[config.mk]
export PLATFORM = sky130hd
export DESIGN_NAME = i2cmb_wb_sequencer
export DESIGN_NICKNAME = d
export VERILOG_FILES = /design/src/rtl/i2cmb_wb_sequencer.sv
export SDC_FILE = /design/constraint.sdc
export NUM_CORES = 1
export LEC_CHECK = 0
export CAP_MARGIN = 20
export CORE_ASPECT_RATIO = 0.9
export CORE_MARGIN = 5
export CORE_UTILIZATION = 59
export DETAILED_ROUTE_END_ITERATION = 16
export PLACE_DENSITY = 0.87
export SLEW_MARGIN = 20
export SYNTH_ARGS = -nofsm -noshare
export SYNTH_HDL_FRONTEND = slang
export SYNTH_SLANG_ARGS = --single-unit
[constraint.sdc]
create_clock -name clk_i -period 3.4 [get_ports clk_i]
set_input_delay 0.51 -clock clk_i [delete_from_list [all_inputs] [get_ports clk_i]]
set_output_delay 0.51 -clock clk_i [all_outputs]
set_load 0.02 [all_outputs]
[src/rtl/i2cmb_wb_sequencer.sv]
// i2cmb_wb_sequencer
// Turns single-byte I2C read/write requests into the Wishbone register
// sequence understood by an I2C multi-bus controller: set bus, start,
// address byte, data byte (write) or read-with-NAK (read), then stop.
// Each command is followed by a wait for irq_i and a CMDR status read.
//
// Ports
//   clk_i, rst_i            : clock, synchronous active-high reset
//   req_valid/req_ready     : request handshake (accepted in IDLE only)
//   req_rd, req_bus,
//   req_addr, req_wdata     : request fields, registered on acceptance
//   rsp_valid               : one-cycle completion pulse
//   rsp_rdata, rsp_status   : read byte / 0 OK, 1 NAK, 2 ARB_LOST, 3 ERR/TIMEOUT
//   cyc_o, stb_o, we_o,
//   adr_o, dat_o, dat_i,
//   ack_i                   : Wishbone master port
//   irq_i                   : controller interrupt (level)
module i2cmb_wb_sequencer #(
    parameter int WB_ADDR_WIDTH  = 2,
    parameter int WB_DATA_WIDTH  = 8,
    parameter int I2C_AW         = 7,
    parameter int NUM_I2C_BUSSES = 1,
    parameter int TIMEOUT_CYCLES = 65535
) (
    input  logic                     clk_i,
    input  logic                     rst_i,
    input  logic                     req_valid,
    output logic                     req_ready,
    input  logic                     req_rd,
    input  logic [3:0]               req_bus,
    input  logic [I2C_AW-1:0]        req_addr,
    input  logic [7:0]               req_wdata,
    output logic                     rsp_valid,
    output logic [7:0]               rsp_rdata,
    output logic [1:0]               rsp_status,
    output logic                     cyc_o,
    output logic                     stb_o,
    output logic                     we_o,
    output logic [WB_ADDR_WIDTH-1:0] adr_o,
    output logic [WB_DATA_WIDTH-1:0] dat_o,
    input  logic [WB_DATA_WIDTH-1:0] dat_i,
    input  logic                     ack_i,
    input  logic                     irq_i
);

    localparam logic [1:0] REG_CSR  = 2'd0;
    localparam logic [1:0] REG_DPR  = 2'd1;
    localparam logic [1:0] REG_CMDR = 2'd2;
    localparam logic [1:0] REG_FSMR = 2'd3;

    localparam logic [2:0] S_INIT     = 3'd0;
    localparam logic [2:0] S_IDLE     = 3'd1;
    localparam logic [2:0] S_WB_ACC   = 3'd2;
    localparam logic [2:0] S_WAIT_IRQ = 3'd3;
    localparam logic [2:0] S_RD_STAT  = 3'd4;
    localparam logic [2:0] S_RESP     = 3'd5;

    // Micro-op program executed by WB_ACC
    localparam logic [3:0] OP_CSR      = 4'd0;
    localparam logic [3:0] OP_BUS      = 4'd1;
    localparam logic [3:0] OP_SETBUS   = 4'd2;
    localparam logic [3:0] OP_START    = 4'd3;
    localparam logic [3:0] OP_ADDR     = 4'd4;
    localparam logic [3:0] OP_ADDR_CMD = 4'd5;
    localparam logic [3:0] OP_DATA     = 4'd6;
    localparam logic [3:0] OP_DATA_CMD = 4'd7;
    localparam logic [3:0] OP_RD_CMD   = 4'd8;
    localparam logic [3:0] OP_RD_DPR   = 4'd9;
    localparam logic [3:0] OP_STOP     = 4'd10;

    localparam logic [15:0] TMO_LAST = 16'(TIMEOUT_CYCLES - 1);

    logic [2:0]               state_q, state_d;
    logic [3:0]               op_q, op_d;
    logic                     rd_q, rd_d;
    logic [3:0]               bus_q, bus_d;
    logic [I2C_AW-1:0]        addr_q, addr_d;
    logic [7:0]               wdata_q, wdata_d;
    logic [7:0]               rdbyte_q, rdbyte_d;
    logic [1:0]               status_q, status_d;
    logic                     reinit_q, reinit_d;
    logic [15:0]              tmo_q, tmo_d;
    logic                     cyc_q, cyc_d;
    logic                     stb_q, stb_d;
    logic                     we_q, we_d;
    logic [WB_ADDR_WIDTH-1:0] adr_q, adr_d;
    logic [WB_DATA_WIDTH-1:0] dat_q, dat_d;
    logic                     req_ready_q, req_ready_d;
    logic                     rsp_valid_q, rsp_valid_d;
    logic [7:0]               rsp_rdata_q, rsp_rdata_d;
    logic [1:0]               rsp_status_q, rsp_status_d;

    logic                     op_we_s;
    logic [1:0]               op_adr_s;
    logic [7:0]               op_dat_s;
    logic                     op_wait_s;
    logic [3:0]               op_next_s;

    // Micro-op decode: register access, payload, whether a WAIT follows, and successor op
    always_comb begin
        op_we_s   = 1'b1;
        op_adr_s  = REG_FSMR;
        op_dat_s  = 8'h00;
        op_wait_s = 1'b0;
        op_next_s = OP_STOP;
        case (op_q)
            OP_CSR:      begin op_adr_s = REG_CSR;  op_dat_s = 8'hC0; end
            OP_BUS:      begin op_adr_s = REG_DPR;  op_dat_s = {4'h0, bus_q}; op_next_s = OP_SETBUS; end
            OP_SETBUS:   begin op_adr_s = REG_CMDR; op_dat_s = 8'h06; op_wait_s = 1'b1; op_next_s = OP_START; end
            OP_START:    begin op_adr_s = REG_CMDR; op_dat_s = 8'h04; op_wait_s = 1'b1; op_next_s = OP_ADDR; end
            OP_ADDR:     begin op_adr_s = REG_DPR;  op_dat_s = 8'({addr_q, rd_q}); op_next_s = OP_ADDR_CMD; end
            OP_ADDR_CMD: begin
                op_adr_s  = REG_CMDR;
                op_dat_s  = 8'h01;
                op_wait_s = 1'b1;
                op_next_s = rd_q ? OP_RD_CMD : OP_DATA;
            end
            OP_DATA:     begin op_adr_s = REG_DPR;  op_dat_s = wdata_q; op_next_s = OP_DATA_CMD; end
            OP_DATA_CMD: begin op_adr_s = REG_CMDR; op_dat_s = 8'h01; op_wait_s = 1'b1; op_next_s = OP_STOP; end
            OP_RD_CMD:   begin op_adr_s = REG_CMDR; op_dat_s = 8'h03; op_wait_s = 1'b1; op_next_s = OP_RD_DPR; end
            OP_RD_DPR:   begin op_we_s = 1'b0; op_adr_s = REG_DPR; op_next_s = OP_STOP; end
            OP_STOP:     begin op_adr_s = REG_CMDR; op_dat_s = 8'h05; op_wait_s = 1'b1; end
            default:     begin op_we_s = 1'b0; end
        endcase
    end

    // Sequencer next-state logic
    always_comb begin
        state_d      = state_q;
        op_d         = op_q;
        rd_d         = rd_q;
        bus_d        = bus_q;
        addr_d       = addr_q;
        wdata_d      = wdata_q;
        rdbyte_d     = rdbyte_q;
        status_d     = status_q;
        reinit_d     = reinit_q;
        tmo_d        = tmo_q;
        cyc_d        = cyc_q;
        stb_d        = stb_q;
        we_d         = we_q;
        adr_d        = adr_q;
        dat_d        = dat_q;
        rsp_rdata_d  = rsp_rdata_q;
        rsp_status_d = rsp_status_q;

        case (state_q)
            S_INIT: begin
                op_d    = OP_CSR;
                state_d = S_WB_ACC;
            end
            S_IDLE: begin
                if (req_valid && req_ready_q) begin
                    rd_d     = req_rd;
                    bus_d    = req_bus;
                    addr_d   = req_addr;
                    wdata_d  = req_wdata;
                    rdbyte_d = 8'h00;
                    status_d = 2'd0;
                    reinit_d = 1'b0;
                    op_d     = OP_BUS;
                    state_d  = S_WB_ACC;
                end else begin
                    state_d = S_IDLE;
                end
            end
            S_WB_ACC: begin
                // Entering with cyc low guarantees an idle cycle between accesses
                if (!cyc_q) begin
                    cyc_d = 1'b1;
                    stb_d = 1'b1;
                    we_d  = op_we_s;
                    adr_d = WB_ADDR_WIDTH'(op_adr_s);
                    dat_d = WB_DATA_WIDTH'(op_dat_s);
                end else if (ack_i) begin
                    cyc_d = 1'b0;
                    stb_d = 1'b0;
                    if (!op_we_s) begin
                        rdbyte_d = dat_i[7:0];
                    end else begin
                        rdbyte_d = rdbyte_q;
                    end
                    if (op_wait_s) begin
                        tmo_d   = 16'd0;
                        state_d = S_WAIT_IRQ;
                    end else if (op_q == OP_CSR) begin
                        state_d = S_IDLE;
                    end else begin
                        op_d = op_next_s;
                    end
                end else begin
                    cyc_d = cyc_q;
                end
            end
            S_WAIT_IRQ: begin
                if (irq_i) begin
                    state_d = S_RD_STAT;
                end else if (tmo_q == TMO_LAST) begin
                    status_d = 2'd3;
                    reinit_d = 1'b1;
                    state_d  = S_RESP;
                end else if (tmo_q != 16'hFFFF) begin
                    tmo_d = tmo_q + 16'd1;
                end else begin
                    tmo_d = tmo_q;
                end
            end
            S_RD_STAT: begin
                if (!cyc_q) begin
                    cyc_d = 1'b1;
                    stb_d = 1'b1;
                    we_d  = 1'b0;
                    adr_d = WB_ADDR_WIDTH'(REG_CMDR);
                    dat_d = '0;
                end else if (ack_i) begin
                    cyc_d = 1'b0;
                    stb_d = 1'b0;
                    // Arbitration loss wins: the bus is no longer ours, so no stop
                    if (dat_i[5]) begin
                        status_d = 2'd2;
                        state_d  = S_RESP;
                    end else if (dat_i[4]) begin
                        status_d = 2'd3;
                        reinit_d = 1'b1;
                        state_d  = S_RESP;
                    end else if (dat_i[6] && (op_q != OP_STOP)) begin
                        status_d = 2'd1;
                        op_d     = OP_STOP;
                        state_d  = S_WB_ACC;
                    end else if (op_q == OP_STOP) begin
                        state_d = S_RESP;
                    end else begin
                        op_d    = op_next_s;
                        state_d = S_WB_ACC;
                    end
                end else begin
                    cyc_d = cyc_q;
                end
            end
            S_RESP: begin
                if (reinit_q) begin
                    state_d = S_INIT;
                end else begin
                    state_d = S_IDLE;
                end
            end
            default: begin
                state_d = S_INIT;
            end
        endcase

        req_ready_d = (state_d == S_IDLE);
        rsp_valid_d = (state_d == S_RESP);
        if (rsp_valid_d) begin
            rsp_status_d = status_d;
            rsp_rdata_d  = rd_q ? rdbyte_q : 8'h00;
        end else begin
            rsp_status_d = rsp_status_q;
        end
    end

    // State and registered outputs
    always_ff @(posedge clk_i) begin
        if (rst_i) begin
            state_q      <= S_INIT;
            op_q         <= OP_CSR;
            rd_q         <= 1'b0;
            bus_q        <= 4'h0;
            addr_q       <= '0;
            wdata_q      <= 8'h00;
            rdbyte_q     <= 8'h00;
            status_q     <= 2'd0;
            reinit_q     <= 1'b0;
            tmo_q        <= 16'd0;
            cyc_q        <= 1'b0;
            stb_q        <= 1'b0;
            we_q         <= 1'b0;
            adr_q        <= '0;
            dat_q        <= '0;
            req_ready_q  <= 1'b0;
            rsp_valid_q  <= 1'b0;
            rsp_rdata_q  <= 8'h00;
            rsp_status_q <= 2'd0;
        end else begin
            state_q      <= state_d;
            op_q         <= op_d;
            rd_q         <= rd_d;
            bus_q        <= bus_d;
            addr_q       <= addr_d;
            wdata_q      <= wdata_d;
            rdbyte_q     <= rdbyte_d;
            status_q     <= status_d;
            reinit_q     <= reinit_d;
            tmo_q        <= tmo_d;
            cyc_q        <= cyc_d;
            stb_q        <= stb_d;
            we_q         <= we_d;
            adr_q        <= adr_d;
            dat_q        <= dat_d;
            req_ready_q  <= req_ready_d;
            rsp_valid_q  <= rsp_valid_d;
            rsp_rdata_q  <= rsp_rdata_d;
            rsp_status_q <= rsp_status_d;
        end
    end

    assign req_ready  = req_ready_q;
    assign rsp_valid  = rsp_valid_q;
    assign rsp_rdata  = rsp_rdata_q;
    assign rsp_status = rsp_status_q;
    assign cyc_o      = cyc_q;
    assign stb_o      = stb_q;
    assign we_o       = we_q;
    assign adr_o      = adr_q;
    assign dat_o      = dat_q;

endmodule

==> impl_metrics.ini, run 1 <==
[setup_path]
reg2reg_from = op_q[2]
end_kind = flip-flop
r2r_cells = 5
start_kind = flip-flop
max_stage_delay_ns = 0.82
r2r_end = tmo_q[12]
endpoint = tmo_q[12]
path_delay_family = simple AND/OR/NAND/NOR gates
crit_cells = 5
cp.buffers_inverters = 0
path_max_fanout = 25
path_class = flip-flop to flip-flop
rrSetupSlack_ns = 0.81
startpoint = op_q[2]
worstPathRequired_ns = 3.69
critical_path.slowest_cell = dfxtp_1
crit_arrival_ns = 2.88
worstPathCellList = nor2_1 > o221ai_4 > o2111ai_1 > or4_1 > a21oi_1

[routing]
num_vias = 3918
wire_per_inst_um = 16.52
post-route-drc-count = 0
ant_nets = 0
first_pass_iters = 5
vias_per_cell = 6.330
drt_iter0_markers = 353
drt-total-wl_um = 10230

[cells_and_area]
seqCellArea_um2 = 1582
fin_nets = 560
nFillCells = 544
area_growth_syn_to_layout_pct = 17.80
layout-drive-gt1-share_pct = 6.805
multiInputGateArea_um2 = 2205
diodes = 0
fin_area_um2 = 4721

[global_routing]
track_usage_pct = 24.33
antenna_found_initial = 0
grt_pass1_vias = 3589
grt_overflow = 0
grt_first_pass_wirelength_um = 17090
grt_max_degree = 36

[run]
cap_violations = 0

[floorplanning]
rows = 28
coreArea_um2 = 6586
die_h_um = 88.19
ios = 58
die_w_um = 96.88
die-area_um2 = 8543
initial_core_util_pct = 60.85

[timing]
setup_viol = 0
skew_ns = 0.009935
whs_ns = 0.4579
max_freq_ghz = 0.3858
hold_violations = 0
finalCritPeriodShare_pct = 76.23
worst_pin_slew_ns = 0.8410
rsz0062_at_grt = false
finalCriticalPeriod_ns = 2.592
slew_headroom_pct = 43.73
totalNegativeSetupSlack_ns = 0
slew_viol_final = 0

[hold_path]
worst_hold_path_type = flip-flop to flip-flop

[yosys]
synthesis.area_um2 = 4008
ys_seq_area_share_pct = 39.46
async_flop_share_pct = 0
syn_avg_cell_area_um2 = 8.179
ys_ff_latch = 79
syn_inst = 490
syn-num-nets = 525
synth-edff-count = 0
synth-main-ff-cell = dfxtp_1
ys_warn_count = 0
ys_types = 69

[cts]
h-tree-depth = 3
cts_buffer_depth = 2
cts_tree = yes
clock_sinks = 79
clk_pin_slew_ns = 0.08
cts_root_buf = clkbuf_8
post-cts-setup-buffer-count = 0
cts.repair.resized = 0
numCtsBuffers = 9
ctsHoldBuffers = 0
clk_latency_ns = 0.36

[status]
outcome = finished clean

[power]
p_per_area_nw_per_um2 = 411.1
p_leak_nw = 1.522
ir_drop_uv = 254.0

[placed_design]
placed_cell_area_um2 = 4528
port_buffers = 57
dp.final_hpwl_um = 7107
gp_congestion = 0.9102
final cells by class:
class	count	share of cell area, %
Multi-Input combinational cell	364	46.70
Sequential cell	79	33.50
Timing Repair Buffer	60	12.46
Clock buffer	9	2.624
Tap cell	90	2.385
Clock inverter	6	1.458
Inverter	11	0.8746
state kept, by name (all words and copies together), names as in the netlist, 2 cells and up:
register / count
dat_o: 8
bus_q: 4
rsp_rdata: 8
rdbyte_q: 8
tmo_q: 16
addr_q: 7
adr_o: 2
status_q: 2
op_q: 4
wdata_q: 8
rsp_status: 2
state_q: 3
per-layer routing:
metal	part of all wire [%]	GRT usage (%)	up-vias
li1	-	-	1894
met1	44	30.90	1859
met2	48	40.85	150
met3	6.7	6.290	15
met4	1.4	8.036	0
met5	0	0	-
through the flow:
step | setup WS, ns | instances | power, mW | utilization (%)
after floorplan | 1.485 | 490 | 1.165 | -
after global placement | 0.8052 | 604 | 1.255 | 68.75
after detailed placement | 0.6947 | 604 | 1.263 | 68.75
after CTS | 0.8356 | 619 | 1.948 | 71.68
after global routing | 0.5690 | 619 | 2.017 | 71.68
final | 0.8082 | 619 | 1.941 | 71.68
cell usage in the layout (no fill, tap or decap), drive strengths merged, types with 9 or more instances in the layout:
master | Yosys | layout
nand4 | 21 | 21
nor2 | 25 | 25
clkbuf | 23 | 9
clkdlybuf4s50 | 0 | 56
dfxtp | 79 | 79
inv | 11 | 13
nand2 | 68 | 68
o31ai | 9 | 9
a21oi | 71 | 71
or4 | 11 | 11
o21ai | 28 | 28
how the worst min path moves through the flow:
stage | startpoint | end | slack, ns | depth (start not counted)
after floorplan | rdbyte_q[0] | rdbyte_q[0] | 0.43 | 2
after global placement | wdata_q[0] | wdata_q[0] | 0.44 | 2
after detailed placement | wdata_q[1] | wdata_q[1] | 0.45 | 2
after CTS | wdata_q[1] | wdata_q[1] | 0.46 | 2
after global routing | addr_q[0] | addr_q[0] | 0.48 | 2
final | wdata_q[7] | wdata_q[7] | 0.46 | 2
power breakdown:
group | internal, mW | total, mW | switching (mW)
registers | 0.943 | 0.970 | 0.0276
clock network | 0.340 | 0.693 | 0.353
logic | 0.120 | 0.278 | 0.157
total | 1.40 | 1.94 | 0.538
tightest hold or removal path: stages, from the launching register on:
cell and delay (ns):
dfxtp_1 0.32, nand2_1 0.05, a21oi_1 0.05
synth_stat cells (3+ instances only):
cell type,n,area [um2]
clkbuf_1,23,86.33
a21oi_1,71,355.3
inv_1,11,41.29
o2111ai_1,4,35.03
a21o_1,3,22.52
nor3_1,4,20.02
dfxtp_1,79,1582
nor2b_1,7,43.79
o21ai_1,6,30.03
o21ai_0,22,110.1
nand4_1,21,131.4
nand4bb_1,3,33.78
nand3_1,7,35.03
or4_1,10,75.07
a32oi_1,3,26.28
or3b_1,3,26.28
nand2_1,67,251.5
nor2_1,24,90.09
a211oi_1,3,22.52
a31oi_1,6,37.54
buf_2,6,30.03
a211oi_2,3,37.54
nand2b_1,5,31.28
and3_1,6,37.54
or3_1,8,50.05
buf_6,4,45.04
a211o_1,3,26.28
and2_1,3,18.77
mux2_2,4,45.04
and4_1,4,35.03
a22oi_1,8,60.06
o31ai_1,9,67.56
cells by family (layout without fill, tap and decap cells):
| logic type | Yosys count | in the layout | share of synthesized area [%] |
|---|---|---|---|
| AOI/OAI and AO/OA | 165 | 165 | 26.79 |
| muxes | 8 | 8 | 2.373 |
| buffers and inverters | 47 | 86 | 5.526 |
| DFF | 79 | 79 | 39.46 |
| adders and majority gates | 2 | 2 | 0.6243 |
| and+or+nand+nor | 187 | 187 | 24.79 |
| xor gates and xnor gates | 2 | 2 | 0.4372 |
No activity file was read; power rests on OpenSTA's default activity.
==> run 2, diff against run 1 <==
--- a/config.mk
+++ b/config.mk
@@ -8,9 +8,9 @@
 export CAP_MARGIN = 20
 export CORE_ASPECT_RATIO = 0.9
 export CORE_MARGIN = 5
-export CORE_UTILIZATION = 59
+export CORE_UTILIZATION = 54
 export DETAILED_ROUTE_END_ITERATION = 16
-export PLACE_DENSITY = 0.87
+export PLACE_DENSITY = 0.8
 export SLEW_MARGIN = 20
 export SYNTH_ARGS = -nofsm -noshare
 export SYNTH_HDL_FRONTEND = slang
==> constraint.sdc (replaced) <==
create_clock -name clk_i -period 2.4 [get_ports clk_i]
set_input_delay 0.36 -clock clk_i [delete_from_list [all_inputs] [get_ports clk_i]]
set_output_delay 0.36 -clock clk_i [all_outputs]
set_load 0.02 [all_outputs]
==> impl_metrics.ini, run 2 (synthesis gave the netlist of run 1 again) <==
[timing]
finalCriticalPeriod_ns = 2.216
totalNegativeSetupSlack_ns = 0
finalCritPeriodShare_pct = 92.34
max_freq_ghz = 0.4512
slew_viol_final = 0
slew_headroom_pct = 55.28
setup_viol = 0
worst_pin_slew_ns = 0.6688
skew_ns = 0.01163
hold_violations = 0
rsz0062_at_grt = false

[power]
ir_drop_uv = 433.9
p_leak_nw = 1.647
p_per_area_nw_per_um2 = 572.9
seqPwrFrac_pct = 48.6
swShare_pct = 27.37
p_comb_share_pct = 15.1
clkPwrFrac_pct = 36.3
power_switching_mw = 0.7723
internal_power_mw = 2.049

[setup_path]
r2r_end = tmo_q[3]
start_kind = flip-flop
cp.buffers_inverters = 0
crit_cells = 5
crit_arrival_ns = 2.51
startpoint = op_q[3]
rrSetupSlack_ns = 0.18
critical_path.slowest_cell = dfxtp_1
r2r_cells = 5
reg2reg_from = op_q[3]
worstPathRequired_ns = 2.69
max_stage_delay_ns = 0.61
end_kind = flip-flop
endpoint = tmo_q[3]
path_class = flip-flop to flip-flop
worstPathCellList = nor2_1 > o221ai_4 > o211ai_2 > or4_1 > a21oi_1
path_max_fanout = 18
path_delay_family = simple AND/OR/NAND/NOR gates

[floorplanning]
initial_core_util_pct = 56.07
coreArea_um2 = 7148
die_w_um = 100.8
die_h_um = 91.73
rows = 29
ios = 58
die-area_um2 = 9246

[hold_path]
min_from = rst_i
worst_hold_path_type = primary input to flip-flop

[cells_and_area]
mostFrequentLayoutCells = dfxtp_1, a21oi_1, nand2_1, clkdlybuf4s50_1, buf_4
top_register = tmo_q
final_common_cell = dfxtp_1
area_growth_syn_to_layout_pct = 22.88
diodes = 0
largest_reg_flops = 16
fin_nets = 585
stdcell_count = 648
layout-drive-gt1-share_pct = 10.99

[cts]
numCtsBuffers = 9
clk_latency_ns = 0.37
clk_pin_slew_ns = 0.08
cts_root_buf = clkbuf_8
cts_buffer_depth = 2
h-tree-depth = 3
ctsHoldBuffers = 0
post-cts-setup-buffer-count = 0
clock_sinks = 79
cts.repair.resized = 0
cts_tree = yes

[global_routing]
grt_max_degree = 27
grt_overflow = 0
antenna_found_initial = 0
grt_pass1_vias = 3667
grt_first_pass_wirelength_um = 17310
track_usage_pct = 22.86

[routing]
drt_iter0_markers = 331
post-route-drc-count = 0
vias_per_cell = 6.119
first_pass_iters = 5
drt-total-wl_um = 10420
ant_nets = 0
num_vias = 3965
wire_per_inst_um = 16.08

[placed_design]
port_buffers = 57
gp_congestion = 0.9174
place_inst = 632
dp.final_hpwl_um = 7395

[status]
outcome = finished clean

[run]
cap_violations = 0
==> run 2: changes by cell type in the layout (fill, tap and decap cells not counted), sizes merged <==
cell / delta
clkinv: -1
buf: +25
clkbuf: +2
==> run 2: area by class of cell <==
type	count	area, um2
Clock buffer	11	141.4
Clock inverter	5	63.81
Fill cell	597	2223
Inverter	11	41.29
Multi-Input combinational cell	364	2205
Sequential cell	79	1582
Tap cell	93	116.4
Timing Repair Buffer	85	775.7
==> run 2: worst min path at each step <==
stage,cells past startpoint,slack [ns],to
6_report,2,0.39,state_q[2]
3_3_place_gp,2,0.44,adr_o[0]
2_1_floorplan,2,0.43,rdbyte_q[0]
5_1_grt,2,0.41,state_q[2]
4_1_cts,2,0.38,state_q[2]
3_5_place_dp,2,0.45,adr_o[0]
==> run 2: power groups by stage <==
stage	registers, mW	clock network [mW]	logic (mW)
2_1_floorplan	1.40	0	0.249
3_3_place_gp	1.40	0	0.412
3_5_place_dp	1.40	0	0.418
4_1_cts	1.37	1.05	0.421
5_1_grt	1.38	1.11	0.464
6_report	1.37	1.02	0.425
==> run 2: routing by layer <==
metal  up-vias  track usage (%)  routed length [um]
li1       1950                -                   -
met1      1831            31.21                4666
met4         0            8.979                 212
met5         -                0                   0
met3        25            7.056                 775
met2       159            33.55                4766
==> run 2: per-stage QoR <==
| step | util, % | total power [mW] | worst slack (ns) | hold slack [ns] | instance area, um2 |
|---|---|---|---|---|---|
| 2_1_floorplan | - | 1.650 | 0.5076 | 0.4323 | 4008 |
| 3_3_place_gp | 66.02 | 1.811 | 0.1422 | 0.4401 | 4720 |
| 3_5_place_dp | 66.02 | 1.819 | 0.06109 | 0.4461 | 4720 |
| 6_report | 68.90 | 2.821 | 0.1838 | 0.3948 | 4925 |
| 4_1_cts | 68.90 | 2.840 | 0.1890 | 0.3821 | 4925 |
| 5_1_grt | 68.90 | 2.947 | 0.003525 | 0.4081 | 4925 |
